**config.mk**
```make
export PLATFORM = sky130hd
export DESIGN_NAME = draw_scn_gen
export DESIGN_NICKNAME = d
export VERILOG_FILES = /design/src/rtl/draw_scn_gen.sv
export SDC_FILE = /design/constraint.sdc
export NUM_CORES = 1
export LEC_CHECK = 0
export CORE_UTILIZATION = 30
export DETAILED_ROUTE_END_ITERATION = 6
export PLACE_DENSITY_LB_ADDON = 0.05
export SETUP_SLACK_MARGIN = 0.5
export SLEW_MARGIN = 20
export SYNTH_ARGS = -nofsm -noshare
export SYNTH_HDL_FRONTEND = slang
export SYNTH_SLANG_ARGS = --single-unit
```
**constraint.sdc**
```tcl
create_clock -name clk -period 2.3 [get_ports clk]
set_input_delay 0.23 -clock clk [delete_from_list [all_inputs] [get_ports clk]]
set_output_delay 0.23 -clock clk [all_outputs]
set_load 0.02 [all_outputs]
```
**src/rtl/draw_scn_gen.sv**
```systemverilog
// Paints one stored screen (or, with SOLID_FILL_EN, a solid colour) onto the LCD as an
// 11-word address-window header followed by H_RES*V_RES pixels; the valid/ready stream stalls losslessly.
module draw_scn_gen #(
   parameter int H_RES   = 240,
   parameter int V_RES   = 320,
   parameter int PIX_W   = 16,
   parameter int N_SCN   = 16,
   parameter int RST_CYC = 34815,
   localparam int SCN_W  = $clog2(N_SCN),
   localparam int AW     = $clog2(N_SCN * H_RES * V_RES)
) (
   input  logic             clk,
   input  logic             reset,
   input  logic             init_draw,
`ifdef SOLID_FILL_EN
   input  logic [SCN_W:0]   opt_scn,
   input  logic [PIX_W-1:0] fill_col,
`else
   input  logic [SCN_W-1:0] opt_scn,
`endif
   output logic             busy,
   output logic             done_draw,
   output logic             draw_err,
   output logic [AW-1:0]    rom_addr,
   input  logic [PIX_W-1:0] rom_data,
   output logic [PIX_W-1:0] lcd_dat,
   output logic             lcd_dc,
   output logic             lcd_valid,
   input  logic             lcd_ready
);
   localparam int NPIX = H_RES * V_RES;
   localparam int CW = (H_RES > 1) ? $clog2(H_RES) : 1;
   localparam int RW = (V_RES > 1) ? $clog2(V_RES) : 1;
   localparam int FW = $clog2(NPIX + 1);
   localparam int WW = (RST_CYC > 1) ? $clog2(RST_CYC + 1) : 1;
   localparam logic [15:0] HL = 16'(H_RES - 1);
   localparam logic [15:0] VL = 16'(V_RES - 1);

   typedef enum logic [2:0] {WAIT_RST, IDLE, HDR, PIX, DONE} state_t;
   state_t state;

   logic [WW-1:0]    wcnt;
   logic [3:0]       hidx;
   logic [CW-1:0]    col;
   logic [RW-1:0]    row;
   logic [FW-1:0]    fcnt;
   logic [SCN_W-1:0] scn_q;
   logic             iss, rv, bvld, fill_q, err_lock;
   logic [PIX_W-1:0] bdat, fill_dat;

   logic             fill_req;
   logic [SCN_W-1:0] scn_idx;
   logic [PIX_W-1:0] fill_src;
`ifdef SOLID_FILL_EN
   assign fill_req = opt_scn[SCN_W];
   assign scn_idx  = opt_scn[SCN_W-1:0];
   assign fill_src = fill_col;
`else
   assign fill_req = 1'b0;
   assign scn_idx  = opt_scn;
   assign fill_src = '0;
`endif

   // {dc, byte} for each header word position
   function automatic logic [8:0] hdr_word(input logic [3:0] i);
      case (i)
         4'd0:       hdr_word = 9'h02A;
         4'd1, 4'd2: hdr_word = 9'h100;
         4'd3:       hdr_word = {1'b1, HL[15:8]};
         4'd4:       hdr_word = {1'b1, HL[7:0]};
         4'd5:       hdr_word = 9'h02B;
         4'd6, 4'd7: hdr_word = 9'h100;
         4'd8:       hdr_word = {1'b1, VL[15:8]};
         4'd9:       hdr_word = {1'b1, VL[7:0]};
         default:    hdr_word = 9'h02C;
      endcase
   endfunction

   logic       out_free, acc, last_pix, b_next, fetch_more;
   logic [8:0] hw_next;
   always_comb begin
      out_free   = !lcd_valid || lcd_ready;
      acc        = lcd_valid && lcd_ready;
      last_pix   = (col == CW'(H_RES - 1)) && (row == RW'(V_RES - 1));
      // The ROM word on rom_data lands in the buffer unless it goes straight to the output,
      // or stays on the ROM bus because rom_addr was held.
      b_next     = bvld ? (!out_free || rv) : (rv && !out_free);
      fetch_more = (fcnt != FW'(NPIX));
      hw_next    = hdr_word(hidx + 4'd1);
   end

   always_ff @(posedge clk) begin
      if (reset) begin
         state <= WAIT_RST;  wcnt <= '0;       busy <= 1'b1;
         done_draw <= 1'b0;  draw_err <= 1'b0; lcd_valid <= 1'b0;
         lcd_dat <= '0;      lcd_dc <= 1'b0;   rom_addr <= '0;
         hidx <= '0;         col <= '0;        row <= '0;
         fcnt <= '0;         scn_q <= '0;      iss <= 1'b0;
         rv <= 1'b0;         bvld <= 1'b0;     bdat <= '0;
         fill_q <= 1'b0;     fill_dat <= '0;   err_lock <= 1'b0;
      end else begin
         done_draw <= 1'b0;
         draw_err  <= 1'b0;
         case (state)
            WAIT_RST: begin
               if (wcnt == WW'(RST_CYC - 1)) begin
                  state <= IDLE;
                  busy  <= 1'b0;
               end else begin
                  wcnt <= wcnt + 1'b1;
               end
            end
            IDLE: begin
               if (!init_draw) begin
                  err_lock <= 1'b0;
               end else if (!err_lock) begin
                  if (!fill_req && int'(scn_idx) >= N_SCN) begin
                     draw_err <= 1'b1;
                     err_lock <= 1'b1;
                  end else begin
                     state <= HDR;        busy <= 1'b1;
                     scn_q <= scn_idx;    fill_q <= fill_req;  fill_dat <= fill_src;
                     hidx <= '0;          lcd_valid <= 1'b1;
                     lcd_dc <= 1'b0;      lcd_dat <= PIX_W'(8'h2A);
                  end
               end
            end
            HDR: begin
               if (acc) begin
                  if (hidx == 4'd10) begin
                     state <= PIX;  lcd_valid <= 1'b0;
                     col <= '0;     row <= '0;
                     rv <= 1'b0;    bvld <= 1'b0;
                     if (!fill_q) begin
                        rom_addr <= AW'(scn_q) * AW'(NPIX);
                        iss      <= 1'b1;
                        fcnt     <= FW'(1);
                     end else begin
                        iss  <= 1'b0;
                        fcnt <= '0;
                     end
                  end else begin
                     hidx    <= hidx + 4'd1;
                     lcd_dc  <= hw_next[8];
                     lcd_dat <= PIX_W'(hw_next[7:0]);
                  end
               end
            end
            PIX: begin
               if (acc) begin
                  if (col == CW'(H_RES - 1)) begin
                     col <= '0;
                     row <= row + 1'b1;
                  end else begin
                     col <= col + 1'b1;
                  end
               end
               if (acc && last_pix) begin
                  state <= DONE;  lcd_valid <= 1'b0;  done_draw <= 1'b1;
                  iss <= 1'b0;    rv <= 1'b0;         bvld <= 1'b0;
               end else if (fill_q) begin
                  if (out_free) begin
                     lcd_valid <= 1'b1;
                     lcd_dc    <= 1'b1;
                     lcd_dat   <= fill_dat;
                  end
               end else begin
                  if (out_free) begin
                     lcd_dc <= 1'b1;
                     if (bvld) begin
                        lcd_valid <= 1'b1;
                        lcd_dat   <= bdat;
                     end else if (rv) begin
                        lcd_valid <= 1'b1;
                        lcd_dat   <= rom_data;
                     end else begin
                        lcd_valid <= 1'b0;
                     end
                  end
                  if (rv && (bvld ? out_free : !out_free))
                     bdat <= rom_data;
                  bvld <= b_next;
                  // A held rom_addr keeps re-presenting the same word, so an unconsumed word survives.
                  rv <= iss || (rv && bvld && !out_free);
                  if (fetch_more && !b_next) begin
                     rom_addr <= rom_addr + 1'b1;
                     fcnt     <= fcnt + 1'b1;
                     iss      <= 1'b1;
                  end else begin
                     iss <= 1'b0;
                  end
               end
            end
            DONE: begin
               state <= IDLE;
               busy  <= 1'b0;
            end
            default: state <= WAIT_RST;
         endcase
      end
   end
endmodule
```
* After elaboration in Yosys (flattened, before gate mapping)
Memories as Yosys holds them, arrays and structs flattened.
Cells that the tools add are included.
** Storage, ports and cells
- Logic and storage cells :: 149
- RAM bits :: 0
- Memories :: 1
- Register bits after elaboration :: 121
- Bits in latches :: 0
- Output and inout bits :: 42
- Memory bits (read-only) :: 144
- Input port bits :: 24
** Cells by class
- Reductions and logical operators :: 33
- Shifts and indexed selects :: 0
- Eq/ne operators :: 22
- Magnitude comparators :: 0
- $add $sub $neg :: 6
- Div/mod/pow operators :: 0
- $mul :: 1
- Bitwise gates (word level) :: 3
- Mux-type cells :: 66
** Memories
- (no name shown) :: depth 16, bits a word 9, read ports 1, clocked after Yosys merged registers in 0, wr ports 0, line 66 : case (i)
** Operators with widths (number)
- $mux W16 :: 7
- $mux W21 :: 4
- $mux W17 :: 4
- $pmux W16 S3 :: 1
- $pmux W21 S2 :: 1
- $mux W9 :: 4
- $pmux W17 S2 :: 1
- $mux W8 :: 4
- $mux W1 :: 22
- $ne A2 B2 Y1 const B :: 11
- $add A21 B1 Y21 const B :: 1
- $reduce_and A5 Y1 :: 4
- $pmux W9 S2 :: 1
- $add A17 B1 Y17 const B :: 1
- $ne A17 B17 Y1 const B :: 1
- $add A16 B1 Y16 const B :: 1
- $eq A16 B16 Y1 const B :: 1
- $pmux W8 S2 :: 1
- $mux W3 :: 5
- $pmux W3 S5 :: 1
- $mux W4 :: 3
- $mul A4 B7 Y11 const B :: 1
- $add A9 B1 Y9 const B :: 1
- $eq A9 B9 Y1 const B :: 1
- other kinds (24) :: 49

* Depth between registers and ports, before layout
Gate-level depths: netlist of run 1.
- Word-level depth :: 10
- Mapped depth :: 11
- Depth with buffers taken out :: 11

* Worst setup path after synthesis of run 1
No wires, ideal clock.
- Kind :: reg2reg
- Start point :: reg scn_q[2]
- End point :: reg rom_addr[18]
- Setup time :: 0.086 ns
- Period minus slack after synthesis :: 2.478 ns
- Arrival :: 2.392 ns
- Buffers on the path :: 0
- Slack :: -0.178 ns
- Stages on the path, launching flop included :: 12
- Data required time :: 2.214 ns
- Cell sequence :: dfxtp_1 > ha_1 > inv_1 > fa_1 > inv_1 > ha_1 > a211oi_1 > o21ai_0 > a21oi_1 > xnor2_1 > o22ai_1 > a211oi_1
** On the way
- Cells in the longest elaborated chain, start to end :: 4
** RTL lines
- start, declared :: line 47 : logic [SCN_W-1:0] scn_q;
- start signal, assigned :: line 122 : scn_q <= scn_idx; fill_q <= fill_req; fill_dat <= fill_src;
- $mul A4 B7 Y11 :: line 135 : rom_addr <= AW'(scn_q) * AW'(NPIX);
- $mux W21 :: line 130 : if (hidx == 4'd10) begin
- $mux W21 :: line 129 : if (acc) begin
- $pmux W21 S2 :: line 104 : case (state)
- end signal, assigned :: line 135
- end signal, assigned :: line 186 : rom_addr <= rom_addr + 1'b1;
- end, declared :: line 24 : output logic [AW-1:0] rom_addr,
No other way between the ends. The select of a mux whose other input is x is not followed.
A chain may end at the register's enable or synchronous reset.

* Worst setup path after layout of run 1
- Start point :: reg scn_q[3]
- End point :: reg rom_addr[16]
Same word-level chain as after synthesis.

==> qor_table.md, run 1 <==
| Step | Metric | This run |
| --- | --- | --- |
| outcome | Outcome | finished, violations left |
| outcome | Failing checks | negative setup slack |
| floorplan | Num rows | 53 |
| synth | Syn Area/Cell | 8.298 µm² |
| place | Placed cell count | 1145 |
| place | Placement-stage worst setup slack | -0.09414 ns |
| worst hold path | Hold Crit Class | input port to flop |
| synth | Count of flip-flops with a built-in enable after synthesis | 0 |
| power | Fraction of power spent switching nets | 0.2395 |
| global route | First-pass GRT wire length | 32660 µm |
| cts | Worst skew pair latency | 0.42 ns |
| synth | Xor/xnor share of the synthesized area | 0.03894 |
| power | Static power due to leakage | 3.728 nW |
| global route | Initial antenna violation count | 0 |
| place | Post-DP HPWL | 13130 µm |
| synth | #FFs+latches synth | 121 |
| synth | Warnings, synthesis | 0 |
| global route | Number of global-route vias before repair | 6312 |
| detailed routing | Iteration count of the initial detailed-routing pass | 5 |
| detailed routing | Total number of vias | 6443 |
| synth | Cells after synthesis | 786 |
| final layout | Total area of sequential cells | 2476 µm² |
| synth | Adder-cell share of the synthesized area | 0.05275 |
| timing | Max-slew headroom at the worst pin | 0.5600 |
| cts | Clock slew at the register clock pins of the worst setup and hold paths | 0.07 ns |
| final layout | Share of the core filled with cells | 0.4787 |
| timing | Final WS setup | -0.08391 ns |
| detailed routing | Post-route ant nets | 0 |
| floorplan | Floorplan die area | 22340 µm² |
| global route | Gr ovfl total | 0 |
| critical path | Critical-path cell with the highest stage delay | fa_1 |
| critical path | Startpoint types | flop |
| final layout | Non-filler instance count after layout | 1248 |
| critical path | Data arrival time of the critical path | 2.66 ns |
| run | Number of max-cap violations | 0 |
| timing | Hold Violations, Final | 0 |
| floorplan | Total core area | 21150 µm² |
| critical path | Worst-case register-to-register setup slack | -0.08 ns |
| timing | Setup violations, final | 3 |
| critical path | Ordered cell list for the critical path | ha_4, inv_2, fa_1, inv_2, ha_4, buf_4, buf_6, a21o_1, a211oi_2, nor2_1, o21ai_1, a21oi_1 |
| cts | Number of sinks driven by the clock tree | 121 |
| power | Switching power of the nets | 1.277 mW |
| synth | Area share of the leading cell type in the synthesized netlist | 0.3714 |
| synth | Post-synth cell types | 72 |
| synth | Compound-cell area share of the yosys netlist | 0.1659 |
| synth | Share of flip-flops with an asynchronous set or reset | 0 |
| critical path | CP Capture Type | flop |
| cts | CTS buffer count | 17 |
| global route | Largest net degree at the start of global routing | 55 |
| detailed routing | Wire length after detailed routing | 20360 µm |
| synth | Largest family of logic cells by synthesized area | simple AND/OR/NAND/NOR gates |
| synth | Simple-gate share of the synthesized area | 0.2559 |
| timing | Final Max Slew Viols | 0 |
| final layout | Number of inserted filler cells in the final layout | 1973 |
| detailed routing | Post-route DRC | 0 |
| timing | Unrepaired setup endpoints after global routing | true |
| floorplan | IO Pins | 66 |
| timing | Final period utilization | 1.036 |
| place | Number of buffers inserted by port buffering | 64 |
| cts | Buffers from clock root to sink, at most | 2 |
| detailed routing | Via density | 5.163 |
| final layout | Area growth from synthesis to final layout | 55.25% |
| synth | Net count after synthesis | 836 |
| timing | Transition time at the pin with the least slew margin | 0.6600 ns |
| cts | CTS hold repair buffers | 0 |
| synth | Library cell occupying the most area in the post-synthesis netlist | dfxtp_1 |
| power | Part of the power in registers | 0.401 |
| timing | Highest clock frequency the design can meet | 419.5 MHz |
| synth | Mux contribution to synthesized area | 0.06963 |
| power | Share of total power in combinational logic | 0.079 |
| critical path | Slowest cell delay on critical path | 0.49 ns |
| detailed routing | Starting DRT DRC Count | 334 |
| floorplan | Horiz. Die Dim | 149.5 µm |
| synth | Ys flop type | dfxtp_1 |
| final layout | N_diodes | 0 |
| floorplan | Starting density of the core | 0.3083 |
| critical path | CP max FO | 4 |
| critical path | WP data required | 2.58 ns |
| cts | TritonCTS clock tree | done |
| power | Pwr Density | 526.6 nW/µm² |
| power | Internal Dissipation | 4.055 mW |
| timing | Final worst clock skew | 0.01504 ns |
| cts | # H-tree levels | 4 |
| final layout | Layout cells sized above 1 | 0.3546 |
| synth | Sequential cell area fraction in the yosys report | 0.3714 |
| global route | Overall routing resource usage | 0.1856 |
| synth | Leading post-synthesis cells by cell area | dfxtp_1, mux2i_1, nor2_1 |
| timing | Minimum period implied by the final worst setup slack | 2.384 ns |
| final layout | Number of nets in the layout | 1010 |
| detailed routing | Average wire per standard cell | 16.32 µm |
| place | Final weighted congestion in routability-driven placement | 0.8316 |
| final layout | Area taken by multi-input logic gates | 4706 µm² |
| synth | Netlist area before placement | 6523 µm² |
| cts | Clk Tree Root Cell | clkbuf_16 |
| power | Part of the power in the clock network | 0.519 |
| floorplan | Y dimension of the die | 149.5 µm |
| power | Worst vdd ir | 0.4666 mV |
| critical path | Kind of critical path | flop to flop |
flip-flops by register name (all words and copies together), names as in the netlist:
register / flops
lcd_dat: 16
row: 9
hidx: 4
iss: 1
busy: 1
lcd_dc: 1
fcnt: 17
state: 3
scn_q: 4
bdat: 16
col: 8
rv: 1
rom_addr: 21
lcd_valid: 1
bvld: 1
wcnt: 16
done_draw: 1
cells by family after synthesis:
kind of cell,after synthesis
buffers and inverters,68
xor gates and xnor gates,29
other,1
and+or+nand+nor,328
AOI/OAI and AO/OA,167
muxes,45
DFF,121
adders and majority gates,27
power by group through the flow:
| stage | Sequential, mW | Combinational (mW) | Clock (mW) |
|---|---|---|---|
| detailed placement | 2.19 | 0.318 | 0 |
| CTS | 2.13 | 0.373 | 2.85 |
| floorplan | 2.19 | 0.181 | 0 |
| global placement | 2.19 | 0.315 | 0 |
| global route | 2.14 | 0.458 | 2.94 |
| finish | 2.14 | 0.424 | 2.77 |
worst paths after layout:
| check | depth (start not counted) | from | to |
|---|---|---|---|
| setup / recovery | 12 | scn_q[3] | rom_addr[16] |
| hold / removal | 3 | reset | busy |
| setup reg to reg | 12 | scn_q[3] | rom_addr[16] |
| hold reg to reg | 2 | lcd_dat[10] | lcd_dat[10] |
synth_stat cells (4+ instances only):
library cell and n:
nand2b_1 9, nor3_1 23, a22oi_1 6, a21oi_1 57, a211oi_1 12, nor2_1 103, inv_1 25, o31ai_1 4
clkbuf_1 26, and3_1 10, and4_1 6, o21ai_0 37, or3_1 18, nand4_1 21, dfxtp_1 121, and2_1 4
o32ai_1 7, o211ai_1 7, buf_2 9, xnor2_1 13, buf_4 5, a31oi_1 5, nor4_1 6, xor2_1 16
ha_1 25, mux2i_1 42, nand2_1 66, a31o_2 4, nand3_1 30, or4_1 5
per-layer routing:
| layer | up-vias | track usage | share of wire |
|---|---|---|---|
| met1 | 3123 | 0.2346 | 0.45 |
| met3 | 16 | 0.04024 | 0.035 |
| met5 | - | 0 | 0 |
| li1 | 3194 | - | - |
| met4 | 0 | 0.04541 | 0.011 |
| met2 | 110 | 0.3183 | 0.50 |
metrics by stage:
step	total power [mW]	area (µm²)	hold WS [ns]	TNS, ns
after detailed placement	2.507	8030	0.4467	-0.3816
after CTS	5.353	9547	0.3539	-0.06209
after global placement	2.502	8030	0.4396	-0.05602
after global routing	5.543	10130	0.3767	-0.6082
final	5.333	10130	0.3847	-0.1698
after floorplan	2.372	6803	0.3687	0
area by class of cell:
| type | count | share of cell area |
|---|---|---|
| inverter | 26 | 0.009885 |
| timing repair buffer | 194 | 0.1867 |
| sequential | 121 | 0.2445 |
| clock buffer | 18 | 0.04337 |
| tap | 275 | 0.03398 |
| multi-input combinational | 600 | 0.4647 |
| clock inverter | 14 | 0.01680 |
critical path, delay by kind of cell (launching register included):
| family | cells | cell delay [ns] |
|---|---|---|
| buffers and inverters | 4 | 0.32 |
| adder cells (fa/ha/maj) | 3 | 0.92 |
| AND/OR/NAND/NOR | 1 | 0.08 |
| flip-flops | 1 | 0.36 |
| AO/OA/AOI/OAI | 4 | 0.58 |
cells in the final DEF, fill, tap and decap left out, types with 8 or more instances in the layout:
master / instances
xor2_1: 15
inv_1: 19
nand3_2: 9
o21ai_0: 27
nor3_1: 13
buf_4: 86
nand2_1: 56
nand4_1: 21
or3_1: 11
a21oi_2: 17
a21oi_1: 38
nand3_1: 19
clkdlybuf4s50_1: 57
buf_6: 36
a211oi_1: 8
ha_1: 14
xnor2_1: 12
dfxtp_2: 13
ha_4: 8
nor2_1: 92
mux2i_1: 42
dfxtp_1: 98
clkbuf_16: 17
and3_1: 8
dfxtp_4: 10
repair_timing:
action,4_1_cts,5_1_grt
pin swaps,39,56
setup endpoints to repair,104,112
resized for setup,109,105
endpoints found under the hold margin,0,0
cloned,5,1
buffers inserted,48,17
(Power assumes the default switching activity.)
==> run 2, diff against run 1 <==
--- a/config.mk
+++ b/config.mk
@@ -5,9 +5,12 @@
 export SDC_FILE = /design/constraint.sdc
 export NUM_CORES = 1
 export LEC_CHECK = 0
+export CELL_PAD_IN_SITES_DETAIL_PLACEMENT = 0
+export CELL_PAD_IN_SITES_GLOBAL_PLACEMENT = 1
 export CORE_UTILIZATION = 30
 export DETAILED_ROUTE_END_ITERATION = 6
 export PLACE_DENSITY_LB_ADDON = 0.05
+export REMOVE_ABC_BUFFERS = 1
 export SETUP_SLACK_MARGIN = 0.5
 export SLEW_MARGIN = 20
 export SYNTH_ARGS = -nofsm -noshare
==> qor_table.md, run 2 (same netlist as run 1, synthesis figures left out) <==
| Step | Metric | This run | Delta |
| --- | --- | --- | --- |
| detailed routing | Post-route ant nets | 0 | unchanged |
| power | Internal Dissipation | 4.167 mW | +2.8% |
| timing | Final period utilization | 1.028 | -0.008206 |
| detailed routing | Average wire per standard cell | 16.49 µm | +1.1% |
| detailed routing | Wire length after detailed routing | 20810 µm | +2.2% |
| final layout | Area growth from synthesis to final layout | 57.70% |  |
| timing | Highest clock frequency the design can meet | 422.8 MHz | +0.80% |
| floorplan | Total core area | 21150 µm² | unchanged |
| floorplan | Floorplan die area | 22340 µm² | unchanged |
| floorplan | Num rows | 53 | unchanged |
| power | Part of the power in registers | 0.395 | -0.006 |
| run | Number of max-cap violations | 0 | unchanged |
| final layout | Most frequent cells in the layout | dfxtp_1, nor2_1, buf_4, nand2_1, clkdlybuf4s50_1 |  |
| final layout | Most common cell after layout, fill and taps aside | dfxtp_1 |  |
| critical path | Ordered cell list for the critical path | ha_4, inv_2, fa_2, inv_2, ha_4, a211oi_2, o21ai_1, a21oi_2, xnor2_1, o22ai_1, a211oi_1 |  |
| timing | Setup violations, final | 5 | +2 |
| critical path | CP max FO | 4 | unchanged |
| cts | Clock slew at the register clock pins of the worst setup and hold paths | 0.06 ns | about the same |
| floorplan | Y dimension of the die | 149.5 µm | unchanged |
| timing | Final Max Slew Viols | 0 | unchanged |
| critical path | Kind of critical path | flop to flop |  |
| power | Fraction of power spent switching nets | 0.2325 | -0.007036 |
| cts | Number of sinks driven by the clock tree | 121 | unchanged |
| outcome | Outcome | finished, violations left |  |
| critical path | Family with the most delay on the worst path | adder cells |  |
| detailed routing | Starting DRT DRC Count | 287 | -14% |
| final layout | Largest regs | rom_addr: 21 flops, fcnt: 17 flops |  |
| global route | Largest net degree at the start of global routing | 56 | +1.8% |
| cts | Buffers from clock root to sink, at most | 2 | unchanged |
| global route | Gr ovfl total | 0 | unchanged |
| power | Pwr Density | 527.9 nW/µm² | +0.23% |
| timing | Unrepaired setup endpoints after global routing | true |  |
| detailed routing | Via density | 5.094 | -1.3% |
| final layout | Share of the core filled with cells | 0.4862 | +0.007571 |
| detailed routing | Total number of vias | 6429 | -0.22% |
| cts | Worst skew pair latency | 0.42 ns | about the same |
| critical path | Data arrival time of the critical path | 2.70 ns | +0.04 ns |
| place | Placement-stage worst setup slack | -0.2379 ns | -0.1438 ns |
| power | Share of total power in combinational logic | 0.078 | about the same |
| cts | CTS buffer count | 17 | unchanged |
| critical path | Slowest cell delay on critical path | 0.52 ns | +0.03 ns |
| detailed routing | Post-route DRC | 0 | unchanged |
| place | Final weighted congestion in routability-driven placement | 0.8502 | +2.2% |
| final layout | Number of flip-flops under the largest register name | 21 | unchanged |
| global route | First-pass GRT wire length | 33290 µm | +1.9% |
| power | Static power due to leakage | 3.779 nW | +1.4% |
| timing | Transition time at the pin with the least slew margin | 0.6753 ns | +0.01522 ns |
| final layout | Number of nets in the layout | 1024 | +1.4% |
| global route | Initial antenna violation count | 0 | unchanged |
| power | Worst vdd ir | 0.3516 mV | -25% |
| critical path | CP Capture Type | flop |  |
| timing | Hold Violations, Final | 0 | unchanged |
| final layout | Total area of sequential cells | 2460 µm² | -0.66% |
| timing | Final WS setup | -0.06503 ns | +0.01887 ns |
| critical path | WP data required | 2.63 ns | +0.05 ns |
| floorplan | Horiz. Die Dim | 149.5 µm | unchanged |
| final layout | N_diodes | 0 | unchanged |
| global route | Number of global-route vias before repair | 6490 | +2.8% |
| power | Switching power of the nets | 1.262 mW | -1.2% |
| final layout | Number of inserted filler cells in the final layout | 2016 | +2.2% |
| detailed routing | Iteration count of the initial detailed-routing pass | 5 | unchanged |
| worst hold path | Hold Crit Class | input port to flop |  |
| critical path | Critical-path cell with the highest stage delay | fa_2 |  |
| place | Number of buffers inserted by port buffering | 64 | unchanged |
| timing | Max-slew headroom at the worst pin | 0.5498 | -0.01015 |
| timing | Total negative slack for setup checks | -0.1793 ns | -0.009493 ns |
| cts | # H-tree levels | 4 | unchanged |
| final layout | Largest Register | rom_addr |  |
| final layout | Area taken by multi-input logic gates | 4693 µm² | -0.27% |
| timing | Minimum period implied by the final worst setup slack | 2.365 ns | -0.01887 ns |
| timing | Final worst clock skew | 0.008686 ns | -0.006349 ns |
| cts | Clk Tree Root Cell | clkbuf_16 |  |
| cts | TritonCTS clock tree | done |  |
| place | Post-DP HPWL | 13360 µm | +1.7% |
| floorplan | IO Pins | 66 | unchanged |
| global route | Overall routing resource usage | 0.1909 | +0.005309 |
| outcome | Failing checks | negative setup slack |  |
| power | Part of the power in the clock network | 0.527 | +0.008 |
| final layout | Layout cells sized above 1 | 0.3627 | +0.008142 |
| critical path | Startpoint types | flop |  |
| critical path | Buffers and inverters on the worst path | 2 | -2 |
| floorplan | Starting density of the core | 0.3083 | unchanged |
## run 2: power groups by stage
stage          combinational, mW  sequential, mW  clock (mW)
2_1_floorplan              0.127            2.20           0
3_3_place_gp               0.317            2.19           0
3_5_place_dp               0.318            2.19           0
4_1_cts                    0.368            2.15        2.93
5_1_grt                    0.458            2.15        3.02
6_report                   0.423            2.15        2.86
## run 2: worst paths after layout
check                                 start      endpoint  slack [ns]  cells after the start
worst min-delay path                  reset          busy        0.36                      3
worst max register to register     scn_q[2]  rom_addr[18]       -0.07                     11
worst min register to register  lcd_dat[13]   lcd_dat[13]        0.45                      2
worst max-delay path               scn_q[2]  rom_addr[18]       -0.07                     11
## run 2: worst min-delay path: stages
cell and delay (ns):
buf_4 0.12, clkinv_1 0.28, nand2_1 0.09
## run 2: stage by stage
| step | std cells | cell area, µm² | hold WS, ns | total power [mW] |
|---|---|---|---|---|
| detailed placement | 1169 | 7993 | 0.4457 | 2.513 |
| global placement | 1169 | 7993 | 0.4362 | 2.510 |
| global route | 1262 | 10290 | 0.3533 | 5.627 |
| CTS | 1238 | 9547 | 0.3302 | 5.447 |
| floorplan | 744 | 6327 | 0.2991 | 2.330 |
| finish | 1262 | 10290 | 0.3604 | 5.430 |
## run 2: cell type report
class	count	share of cell area
Sequential cell	121	0.2391
Clock buffer	21	0.04379
Inverter	26	0.009488
Clock inverter	11	0.01666
Timing Repair Buffer	210	0.2012
Multi-Input combinational cell	598	0.4563
Tap cell	275	0.03345
## run 2: repair_timing
| item | in CTS | in global routing |
|---|---|---|
| hold buffers | 0 | 0 |
| setup buffers | 32 | 23 |
| endpoints found under the setup margin | 111 | 104 |
| gates resized for setup | 162 | 117 |
| pin swaps | 75 | 49 |
| gates cloned | 5 | 1 |
## run 2: routing by layer
metal | GRT usage | vias up | wire length (µm)
met5 | 0 | - | 0
met4 | 0.05867 | 0 | 273
met3 | 0.03567 | 18 | 631
met2 | 0.3211 | 102 | 10040
met1 | 0.2455 | 3084 | 9864
li1 | - | 3225 | -
